<file path="src/rtl/i2c_pkg.sv">
// ============================================================================
// i2c_pkg : shared state codes and bus constants for the I2C responder
// Rev 1.0
// ============================================================================
`default_nettype none

package i2c_pkg;

  typedef enum logic [2:0] {
    ST_IDLE      = 3'd0,
    ST_ADDR      = 3'd1,
    ST_ADDR_ACK  = 3'd2,
    ST_RX_BYTE   = 3'd3,
    ST_RX_ACK    = 3'd4,
    ST_TX_BYTE   = 3'd5,
    ST_TX_ACK    = 3'd6,
    ST_WAIT_STOP = 3'd7
  } i2c_state_e;

  // Sub-phase inside an acknowledge slot.
  typedef enum logic [1:0] {
    ACK_IDLE  = 2'd0,
    ACK_DRIVE = 2'd1,
    ACK_HOLD  = 2'd2
  } ack_step_e;

  localparam logic I2C_RD = 1'b1;
  localparam logic I2C_WR = 1'b0;
  localparam logic ACK    = 1'b0;
  localparam logic NACK   = 1'b1;

  function automatic logic addr_match(input logic [7:0] rx_byte, input logic [6:0] own_addr);
    return rx_byte[7:1] == own_addr;
  endfunction

endpackage

`default_nettype wire

</file>
<file path="src/rtl/i2c_line_filter.sv">
// ============================================================================
// i2c_line_filter : synchronizer, glitch filter and edge flags for one bus line
// Rev 1.0
// ============================================================================
`default_nettype none

module i2c_line_filter #(
  parameter int SYNC_STAGES = 2,
  parameter int FILTER_LEN  = 3
) (
  input  logic clk,
  input  logic rst_n,
  input  logic i_line,
  output logic o_level,
  output logic o_rise,
  output logic o_fall
);

  localparam logic [2:0] CNT_MAX = 3'(FILTER_LEN - 1);

  logic [SYNC_STAGES-1:0] sync_q;
  logic [SYNC_STAGES:0]   w_sync_shift;
  logic                   w_synced;
  logic [2:0]             cnt_q, cnt_d;
  logic                   level_q, level_d;
  logic                   rise_q, rise_d;
  logic                   fall_q, fall_d;

  assign w_sync_shift = {sync_q, i_line};
  assign w_synced     = sync_q[SYNC_STAGES-1];

  // The filtered level only moves after FILTER_LEN samples that all disagree with it.
  always_comb begin
    level_d = level_q;
    cnt_d   = '0;
    if (w_synced != level_q) begin
      if (cnt_q == CNT_MAX) level_d = w_synced;
      else                  cnt_d   = cnt_q + 3'd1;
    end
    rise_d = level_d & ~level_q;
    fall_d = ~level_d & level_q;
  end

  always_ff @(posedge clk or negedge rst_n) begin
    if (!rst_n) begin
      sync_q  <= '1;
      cnt_q   <= '0;
      level_q <= 1'b1;
      rise_q  <= 1'b0;
      fall_q  <= 1'b0;
    end else begin
      sync_q  <= w_sync_shift[SYNC_STAGES-1:0];
      cnt_q   <= cnt_d;
      level_q <= level_d;
      rise_q  <= rise_d;
      fall_q  <= fall_d;
    end
  end

  assign o_level = level_q;
  assign o_rise  = rise_q;
  assign o_fall  = fall_q;

endmodule

`default_nettype wire

</file>
<file path="src/rtl/i2c_slave_responder.sv">
// ============================================================================
// i2c_slave_responder : oversampling I2C target with address match, RX and TX
// Rev 1.0
// ============================================================================
`default_nettype none

module i2c_slave_responder
  import i2c_pkg::*;
#(
  parameter int SYNC_STAGES = 2,
  parameter int FILTER_LEN  = 3
) (
  input  logic       PT_CK,
  input  logic       RESET_N,
  input  logic [7:0] SLAVE_ADDRESS,
  input  logic       SCLI,
  input  logic       SDAI,
  output logic       SDAO,
  input  logic [7:0] TX_DATA,
  output logic       TX_REQ,
  output logic [7:0] RX_DATA,
  output logic       RX_VALID,
  output logic       ADDR_HIT,
  output logic       RD_MODE,
  output logic [7:0] BYTE_CNT,
  output logic       BUSY,
  output logic       END_OK,
  output logic [3:0] ST
);

  logic scl, scl_r, scl_f;
  logic sda, sda_r, sda_f;
  logic w_start, w_stop;
  logic [7:0] w_shift_in;
  logic unused_addr_lsb;

  i2c_line_filter #(.SYNC_STAGES(SYNC_STAGES), .FILTER_LEN(FILTER_LEN)) u_scl_filter (
    .clk     (PT_CK),
    .rst_n   (RESET_N),
    .i_line  (SCLI),
    .o_level (scl),
    .o_rise  (scl_r),
    .o_fall  (scl_f)
  );

  i2c_line_filter #(.SYNC_STAGES(SYNC_STAGES), .FILTER_LEN(FILTER_LEN)) u_sda_filter (
    .clk     (PT_CK),
    .rst_n   (RESET_N),
    .i_line  (SDAI),
    .o_level (sda),
    .o_rise  (sda_r),
    .o_fall  (sda_f)
  );

  i2c_state_e state_q, state_d;
  ack_step_e  ack_step_q, ack_step_d;
  logic [3:0] bit_cnt_q, bit_cnt_d;
  logic [7:0] shift_q, shift_d;
  logic       sdao_q, sdao_d;
  logic       rd_mode_q, rd_mode_d;
  logic [7:0] byte_cnt_q, byte_cnt_d;
  logic       busy_q, busy_d;
  logic       matched_q, matched_d;
  logic [7:0] rx_data_q, rx_data_d;
  logic       rx_valid_q, rx_valid_d;
  logic       addr_hit_q, addr_hit_d;
  logic       tx_req_q, tx_req_d;
  logic       end_ok_q, end_ok_d;

  assign unused_addr_lsb = SLAVE_ADDRESS[0];
  assign w_start    = sda_f & scl;
  assign w_stop     = sda_r & scl;
  assign w_shift_in = {shift_q[6:0], sda};

  always_comb begin
    state_d    = state_q;
    ack_step_d = ack_step_q;
    bit_cnt_d  = bit_cnt_q;
    shift_d    = shift_q;
    sdao_d     = sdao_q;
    rd_mode_d  = rd_mode_q;
    byte_cnt_d = byte_cnt_q;
    busy_d     = busy_q;
    matched_d  = matched_q;
    rx_data_d  = rx_data_q;
    rx_valid_d = 1'b0;
    addr_hit_d = 1'b0;
    tx_req_d   = 1'b0;
    end_ok_d   = 1'b0;

    if (w_start) begin
      state_d    = ST_ADDR;
      ack_step_d = ACK_IDLE;
      bit_cnt_d  = '0;
      busy_d     = 1'b1;
      sdao_d     = 1'b1;
      byte_cnt_d = '0;
      matched_d  = 1'b0;
    end else if (w_stop) begin
      state_d    = ST_IDLE;
      ack_step_d = ACK_IDLE;
      busy_d     = 1'b0;
      sdao_d     = 1'b1;
      end_ok_d   = matched_q;
      matched_d  = 1'b0;
    end else begin
      unique case (state_q)
        ST_IDLE: sdao_d = 1'b1;

        ST_ADDR: begin
          if (scl_r) begin
            shift_d = w_shift_in;
            if (bit_cnt_q == 4'd7) begin
              bit_cnt_d = '0;
              if (addr_match(w_shift_in, SLAVE_ADDRESS[7:1])) begin
                rd_mode_d  = w_shift_in[0];
                addr_hit_d = 1'b1;
                matched_d  = 1'b1;
                ack_step_d = ACK_IDLE;
                state_d    = ST_ADDR_ACK;
              end else begin
                sdao_d  = 1'b1;
                state_d = ST_WAIT_STOP;
              end
            end else begin
              bit_cnt_d = bit_cnt_q + 4'd1;
            end
          end
        end

        // Pull low on the first fall, hold across the 9th clock, release on the next fall.
        ST_ADDR_ACK, ST_RX_ACK: begin
          unique case (ack_step_q)
            ACK_IDLE: if (scl_f) begin
              sdao_d     = ACK;
              ack_step_d = ACK_DRIVE;
            end
            ACK_DRIVE: if (scl_r) ack_step_d = ACK_HOLD;
            default: if (scl_f) begin
              ack_step_d = ACK_IDLE;
              bit_cnt_d  = '0;
              if (state_q == ST_RX_ACK || rd_mode_q == I2C_WR) begin
                sdao_d  = 1'b1;
                state_d = ST_RX_BYTE;
              end else begin
                tx_req_d  = 1'b1;
                shift_d   = TX_DATA;
                sdao_d    = TX_DATA[7];
                bit_cnt_d = 4'd1;
                state_d   = ST_TX_BYTE;
              end
            end
          endcase
        end

        ST_RX_BYTE: begin
          if (scl_r) begin
            shift_d = w_shift_in;
            if (bit_cnt_q == 4'd7) begin
              bit_cnt_d  = '0;
              rx_data_d  = w_shift_in;
              rx_valid_d = 1'b1;
              byte_cnt_d = byte_cnt_q + 8'd1;
              ack_step_d = ACK_IDLE;
              state_d    = ST_RX_ACK;
            end else begin
              bit_cnt_d = bit_cnt_q + 4'd1;
            end
          end
        end

        // bit_cnt counts bits already placed on SDAO.
        ST_TX_BYTE: begin
          if (scl_f) begin
            if (bit_cnt_q == 4'd8) begin
              sdao_d     = 1'b1;
              ack_step_d = ACK_IDLE;
              state_d    = ST_TX_ACK;
            end else begin
              sdao_d    = shift_q[6];
              shift_d   = {shift_q[6:0], 1'b0};
              bit_cnt_d = bit_cnt_q + 4'd1;
            end
          end
        end

        ST_TX_ACK: begin
          if (ack_step_q == ACK_IDLE) begin
            if (scl_r) begin
              byte_cnt_d = byte_cnt_q + 8'd1;
              if (sda == ACK) ack_step_d = ACK_HOLD;
              else begin
                sdao_d  = 1'b1;
                state_d = ST_WAIT_STOP;
              end
            end
          end else if (scl_f) begin
            ack_step_d = ACK_IDLE;
            tx_req_d   = 1'b1;
            shift_d    = TX_DATA;
            sdao_d     = TX_DATA[7];
            bit_cnt_d  = 4'd1;
            state_d    = ST_TX_BYTE;
          end
        end

        default: sdao_d = 1'b1;
      endcase
    end
  end

  always_ff @(posedge PT_CK or negedge RESET_N) begin
    if (!RESET_N) begin
      state_q    <= ST_IDLE;
      ack_step_q <= ACK_IDLE;
      bit_cnt_q  <= '0;
      shift_q    <= '0;
      sdao_q     <= 1'b1;
      rd_mode_q  <= 1'b0;
      byte_cnt_q <= '0;
      busy_q     <= 1'b0;
      matched_q  <= 1'b0;
      rx_data_q  <= '0;
      rx_valid_q <= 1'b0;
      addr_hit_q <= 1'b0;
      tx_req_q   <= 1'b0;
      end_ok_q   <= 1'b0;
    end else begin
      state_q    <= state_d;
      ack_step_q <= ack_step_d;
      bit_cnt_q  <= bit_cnt_d;
      shift_q    <= shift_d;
      sdao_q     <= sdao_d;
      rd_mode_q  <= rd_mode_d;
      byte_cnt_q <= byte_cnt_d;
      busy_q     <= busy_d;
      matched_q  <= matched_d;
      rx_data_q  <= rx_data_d;
      rx_valid_q <= rx_valid_d;
      addr_hit_q <= addr_hit_d;
      tx_req_q   <= tx_req_d;
      end_ok_q   <= end_ok_d;
    end
  end

  assign SDAO     = sdao_q;
  assign TX_REQ   = tx_req_q;
  assign RX_DATA  = rx_data_q;
  assign RX_VALID = rx_valid_q;
  assign ADDR_HIT = addr_hit_q;
  assign RD_MODE  = rd_mode_q;
  assign BYTE_CNT = byte_cnt_q;
  assign BUSY     = busy_q;
  assign END_OK   = end_ok_q;
  assign ST       = {1'b0, state_q};

endmodule

`default_nettype wire

</file>
<file path="config.mk">
export PLATFORM = sky130hd
export DESIGN_NAME = i2c_slave_responder
export DESIGN_NICKNAME = d
export VERILOG_FILES = /design/src/rtl/i2c_pkg.sv /design/src/rtl/i2c_line_filter.sv /design/src/rtl/i2c_slave_responder.sv
export SDC_FILE = /design/constraint.sdc
export NUM_CORES = 1
export LEC_CHECK = 0
export CORE_UTILIZATION = 36
export DETAILED_ROUTE_END_ITERATION = 6
export PLACE_DENSITY = 0.54
export SYNTH_ARGS = -nofsm -noshare
export SYNTH_HDL_FRONTEND = slang
export SYNTH_SLANG_ARGS = --single-unit
</file>
<file path="constraint.sdc">
create_clock -name PT_CK -period 2.2 [get_ports PT_CK]
set_input_delay 0.44 -clock PT_CK [delete_from_list [all_inputs] [get_ports PT_CK]]
set_output_delay 0.44 -clock PT_CK [all_outputs]
set_load 0.05 [all_outputs]
</file>
# Word-level counts from Yosys, hierarchy flattened
# Index checks and enable logic that the tools add are counted.
classes:
  n_mux: 115
  add_sub_neg: 4
  eq_ne: 52
  n_reduce_logical: 23
  n_bitwise: 13
ops:
  columns: ["operator", "count"]
  rows:
  - ["two-way mux 3 bit", 20]
  - ["two-way mux 7 bit", 8]
  - ["two-way mux 8 bit", 6]
  - ["two-way mux 1 bit", 47]
  - ["two-way mux 4 bit", 10]
  - ["two-way mux 2 bit", 15]
  - ["!= test 4 bit (second input constant)", 7]
  - ["one-hot mux 7 bit (4 select lines)", 1]
  - ["!= test 5 x 4 -> 1 bit (second input constant)", 5]
  - ["AND reduction 12 bit", 2]
  - ["!= test 3 bit (second input constant)", 6]
  - ["!= test 4 x 3 -> 1 bit (second input constant)", 4]
  - ["one-hot mux 4 bit (4 select lines)", 1]
  - ["one-hot mux 8 bit (2 select lines)", 1]
  - ["!= test 3 x 2 -> 1 bit (second input constant)", 5]
  - ["one-hot mux 3 bit (5 select lines)", 1]
  - ["nonzero test 3 bit", 5]
  - ["== test 3 x 2 -> 1 bit (second input constant)", 4]
  - ["AND reduction 6 bit", 2]
  - ["AND reduction 11 bit", 1]
  - ["!= test 2 bit (second input constant)", 5]
  - ["one-hot mux 2 bit (5 select lines)", 1]
  - ["AND reduction 10 bit", 1]
  - ["== test 3 bit (second input constant)", 3]
  - ["27 further kinds", 46]
word_totals:
  ff_bits: 56
  in_bits: 20
  out_inout_bits: 27
  word_cells: 231

# Depth between registers and ports, before layout
logic_depth:
  word_depth: 8
  depth_mapped: 7
  ltp_nobuf: 7

# Modules after synthesis
# From an unflattened synthesis, not the netlist that was laid out.
hier_totals:
  cells_unflattened: 331
  hier_area_um2: 3274.4
by_module_without_submodules:
  columns: ["mod", "seq_area_each_um2", "n_inst", "area_each_um2", "cells_per_inst"]
  rows:
  - ["i2c_slave_responder", 1002.2, 1, 2666.3, 289]
  - ["i2c_line_filter", 203.9, 2, 304.0, 21]

# Worst setup path before layout
# OpenSTA, ideal clock, no wires.
synth_path:
  path_type: "reg2reg"
  start: "register state_q[2]"
  end: "register state_q[2]"
  t_arrival_ns: 2.093
  stages_incl_launch_ff: 6
  setup_slack_ns: -0.019
  setup_time_ns: 0.126
  synth_period_minus_slack_ns: 2.219
  required_time_ns: 2.074
  cell_sequence: "dfrtp_1 -> or3b_1 -> nor4b_1 -> o31a_1 -> a21o_1 -> o32a_1"
synth_between:
  elab_chain_len: 8
  elab_cells_between_ends: 27
synth_rtl:
  columns: ["item", "line_no", "text"]
  rows:
  - ["from (decl)", "i2c_slave_responder.sv:55", "i2c_state_e state_q, state_d;"]
  - ["from (signal assigned)", "i2c_slave_responder.sv:229", "state_q <= state_d;"]
  - ["== test 3 bit", "i2c_slave_responder.sv:107, i2c_slave_responder.sv:142", null]
  - ["logical OR 1 bit", "i2c_slave_responder.sv:142", "if (state_q == ST_RX_ACK || rd_mode_q == I2C_WR) begin"]
  - ["two-way mux 3 bit", "i2c_slave_responder.sv:142", null]
  - ["two-way mux 3 bit", "i2c_slave_responder.sv:139", "default: if (scl_f) begin"]
  - ["two-way mux 3 bit", "i2c_slave_responder.sv:133", "unique case (ack_step_q)"]
  - ["one-hot mux 3 bit (5 select lines)", "i2c_slave_responder.sv:107", "unique case (state_q)"]
  - ["two-way mux 3 bit", "i2c_slave_responder.sv:99", "end else if (w_stop) begin"]
  - ["two-way mux 3 bit", "i2c_slave_responder.sv:91", "if (w_start) begin"]
# Parallel ways exist; a longest one is shown, timed or not. The select of a mux whose other input is x is not followed.
# A chain may end at the register's enable or synchronous reset.

# Final worst setup path
layout_path:
  start: "register rd_mode_q, in the netlist RD_MODE"
  end: "output port RD_MODE"
layout_lines:
  columns: ["item", "line_no", "text"]
  rows:
  - ["from (decl)", "i2c_slave_responder.sv:60", "logic rd_mode_q, rd_mode_d;"]
  - ["from (signal assigned)", "i2c_slave_responder.sv:234", "rd_mode_q <= rd_mode_d;"]
  - ["to (decl)", "i2c_slave_responder.sv:24", "output logic RD_MODE,"]
# No word-level cell between the ends.

==> results_dict.tcl <==
set metrics [dict create \
    cts-htree-levels 2 \
    hold_violations 0 \
    yosys_warnings 0 \
    synth_top_cells_by_count "dfrtp_1, nand2_1, mux2_2, nor2_1, xor2_1" \
    synthArstFlopShare_pct 100 \
    crit_chain "clkdlybuf4s50_1" \
    clock_path_buffers 2 \
    cpPeakStageDelay_ns 0.86 \
    routed_wl_um 7640 \
    grt_max_degree 37 \
    layout.nets 413 \
    grt_use_total_pct 18.7 \
    cp_data_arrival_time_ns 1.67 \
    cp_num_buf_inv 1 \
    clock_tree.root_cell "clkbuf_8" \
    synth_ff_type "dfrtp_1" \
    yosysSeqAreaShare_pct 45.6 \
    drc 0 \
    viasPerCell 5.34 \
    die_w_um 94.7 \
    area_growth_pct 29.8 \
    route.met2.wl_um 3510 \
    hold_path.class "reg -> reg" \
    p_per_area_nw_per_um2 1070 \
    synth_most_common_cell "dfrtp_1" \
    crit_path_max_fanout 6 \
    initial_utilization_pct 37.4 \
    drt_iter0_markers 214 \
    slew_viol_final 0 \
    critPathCaptureType "primary output" \
    status "complete, no violations" \
    min_period_ns 2.11 \
    synth-seq-cells 56 \
    fin_skew_ns 0.0104 \
    grt_pass1_vias 2549 \
    drt-met1-wl_um 3640 \
    globalplace.congestion 0.866 \
    syn_inst 321 \
    antenna_cells 0 \
    timing.max_cap.violations 0 \
    start_kind "register" \
    leakage_nw 1.73 \
    worst_pin_slew_ns 0.573 \
    dr_wl_met3_um 399 \
    cts_sinks 56 \
    syn_nets 344 \
    synth_top_area_share_pct 39.7 \
    setup_ws_ns 0.0926 \
    synth_area_leaders "dfrtp_1, mux2_2, dfstp_2" \
    place_ws_ns -0.103 \
    rsz0062_at_grt "false" \
    slew_headroom_pct 61.5 \
    portBuffers 44 \
    die_h_um 94.7 \
    crit_family "buffers and inverters" \
    worstPathRequired_ns 1.76 \
    synth_top_cell_by_area "dfrtp_1" \
    synth_edf_count 0 \
    cts_tree "yes" \
    setup_viol 0 \
    boundaryPins 47 \
    cp_slowest_cell "clkdlybuf4s50_1" \
    wl_per_cell_um 15.4 \
    antenna_left 0 \
    fin_crit_sh_pct 95.8 \
    grt_pass1_wl_um 12800 \
    overflow 0 \
    avgSynthCellArea_um2 9.63 \
    crit_type "reg -> out" \
    core.rowCount 33 \
    p_total_mw 4.31 \
    numCtsBuffers 5 \
    top_layer "met4" \
    syn_area_um2 3090 \
    firstDrtPassIters 5 \
    clkTransAtPathRegs_ns 0.10 \
    die_area_um2 8960 \
    insertion_delay_ns 0.32 \
    vias 2648 \
    drive_above_1_share_pct 19.9 \
    antenna_found_initial 0 \
    hpwl_um 5610 \
    synth_cell_types 55 \
    fmax_ghz 0.475 \
    core_area_um2 8260 \
    ir_drop_mv 0.416 \
]
-- where the power goes --
group / internal [mW] / switching (mW) / leakage [nW]
logic: 0.939 / 1.14 / 0.965
clock network: 0.344 / 0.361 / 0.0583
registers: 1.26 / 0.270 / 0.708
-- registers in the layout, summed over array words and instances (netlist names), 2 cells and up --
signal,cells
u_sda_filter.sync_q,2
ack_step_q,2
BYTE_CNT,8
u_scl_filter.sync_q,2
RX_DATA,8
bit_cnt_q,4
shift_q,7
u_sda_filter.cnt_q,3
state_q,3
u_scl_filter.cnt_q,3
-- worst paths after layout --
path,end,slack [ns],from,cells past startpoint
worst max-delay path,RD_MODE,0.09,RD_MODE,1
worst min-delay path,u_sda_filter.sync_q[1],0.36,u_sda_filter.sync_q[0],0
worst max register to register,bit_cnt_q[3],0.12,state_q[1],5
worst min register to register,u_sda_filter.sync_q[1],0.36,u_sda_filter.sync_q[0],0
max in group asynchronous,SDAO,1.22,RESET_N,3
min in group asynchronous,state_q[0],0.46,RESET_N,2
-- cell usage in the layout (no fill, tap or decap), types with 3 or more instances in the layout --
| master | count |
|---|---|
| xor2_1 | 17 |
| o211ai_1 | 4 |
| buf_12 | 4 |
| clkdlybuf4s50_1 | 40 |
| a32oi_1 | 3 |
| and2_1 | 6 |
| or4_1 | 3 |
| nor2_1 | 19 |
| a31oi_1 | 5 |
| or3_1 | 4 |
| a21oi_1 | 9 |
| nand4_1 | 5 |
| a22oi_1 | 4 |
| nor3_1 | 5 |
| dfstp_2 | 7 |
| nand2_1 | 42 |
| nand3_1 | 5 |
| a211oi_1 | 9 |
| ha_1 | 3 |
| and3_1 | 5 |
| nor2b_1 | 8 |
| nand2b_1 | 9 |
| inv_1 | 8 |
| o21ai_0 | 15 |
| mux2_2 | 19 |
| nand3b_1 | 4 |
| buf_4 | 32 |
| a21o_1 | 4 |
| clkbuf_8 | 5 |
| nor3b_1 | 7 |
| dfrtp_1 | 47 |
-- metrics by stage --
stage | util, % | instance area [um2] | hold WS (ns) | setup TNS (ns) | cells
3_3_place_gp | 47.0 | 3880 | 0.283 | -0.279 | 487
3_5_place_dp | 47.0 | 3880 | 0.279 | -0.322 | 487
5_1_grt | 48.6 | 4010 | 0.370 | 0 | 496
2_1_floorplan | - | 3090 | 0.144 | 0 | 321
4_1_cts | 48.5 | 4000 | 0.365 | 0 | 496
6_report | 48.6 | 4010 | 0.364 | 0 | 496
-- routing by layer --
metal  track usage (%)  up-vias
met3              3.30        6
met1              26.4     1274
met5                 0        -
met4              5.68        0
li1                  -     1275
met2              29.0       93
-- layout make-up --
class	instances	area, um2
Clock buffer	5	68.8
Clock inverter	3	47.5
Fill cell	815	4250
Inverter	9	33.8
Multi-Input combinational cell	240	1580
Sequential cell	56	1410
Tap cell	105	131
Timing Repair Buffer	78	736
-- kinds of logic after synthesis --
group / synth area share, %
AOI/OAI and AO/OA: 14.6
muxes: 7.61
adders and majority gates: 1.21
other: 0.121
and+or+nand+nor: 22.1
xor gates and xnor gates: 5.38
DFF: 45.6
buffers and inverters: 3.40
-- timing repair --
item | 4_1_cts | 5_1_grt
endpoints found under the hold margin | 3 | 0
hold buffers | 1 | 0
buffers inserted | 0 | 0
gates resized for setup | 0 | 2
endpoints found under the setup margin | 0 | 2
No activity file was read; power rests on OpenSTA's default activity.
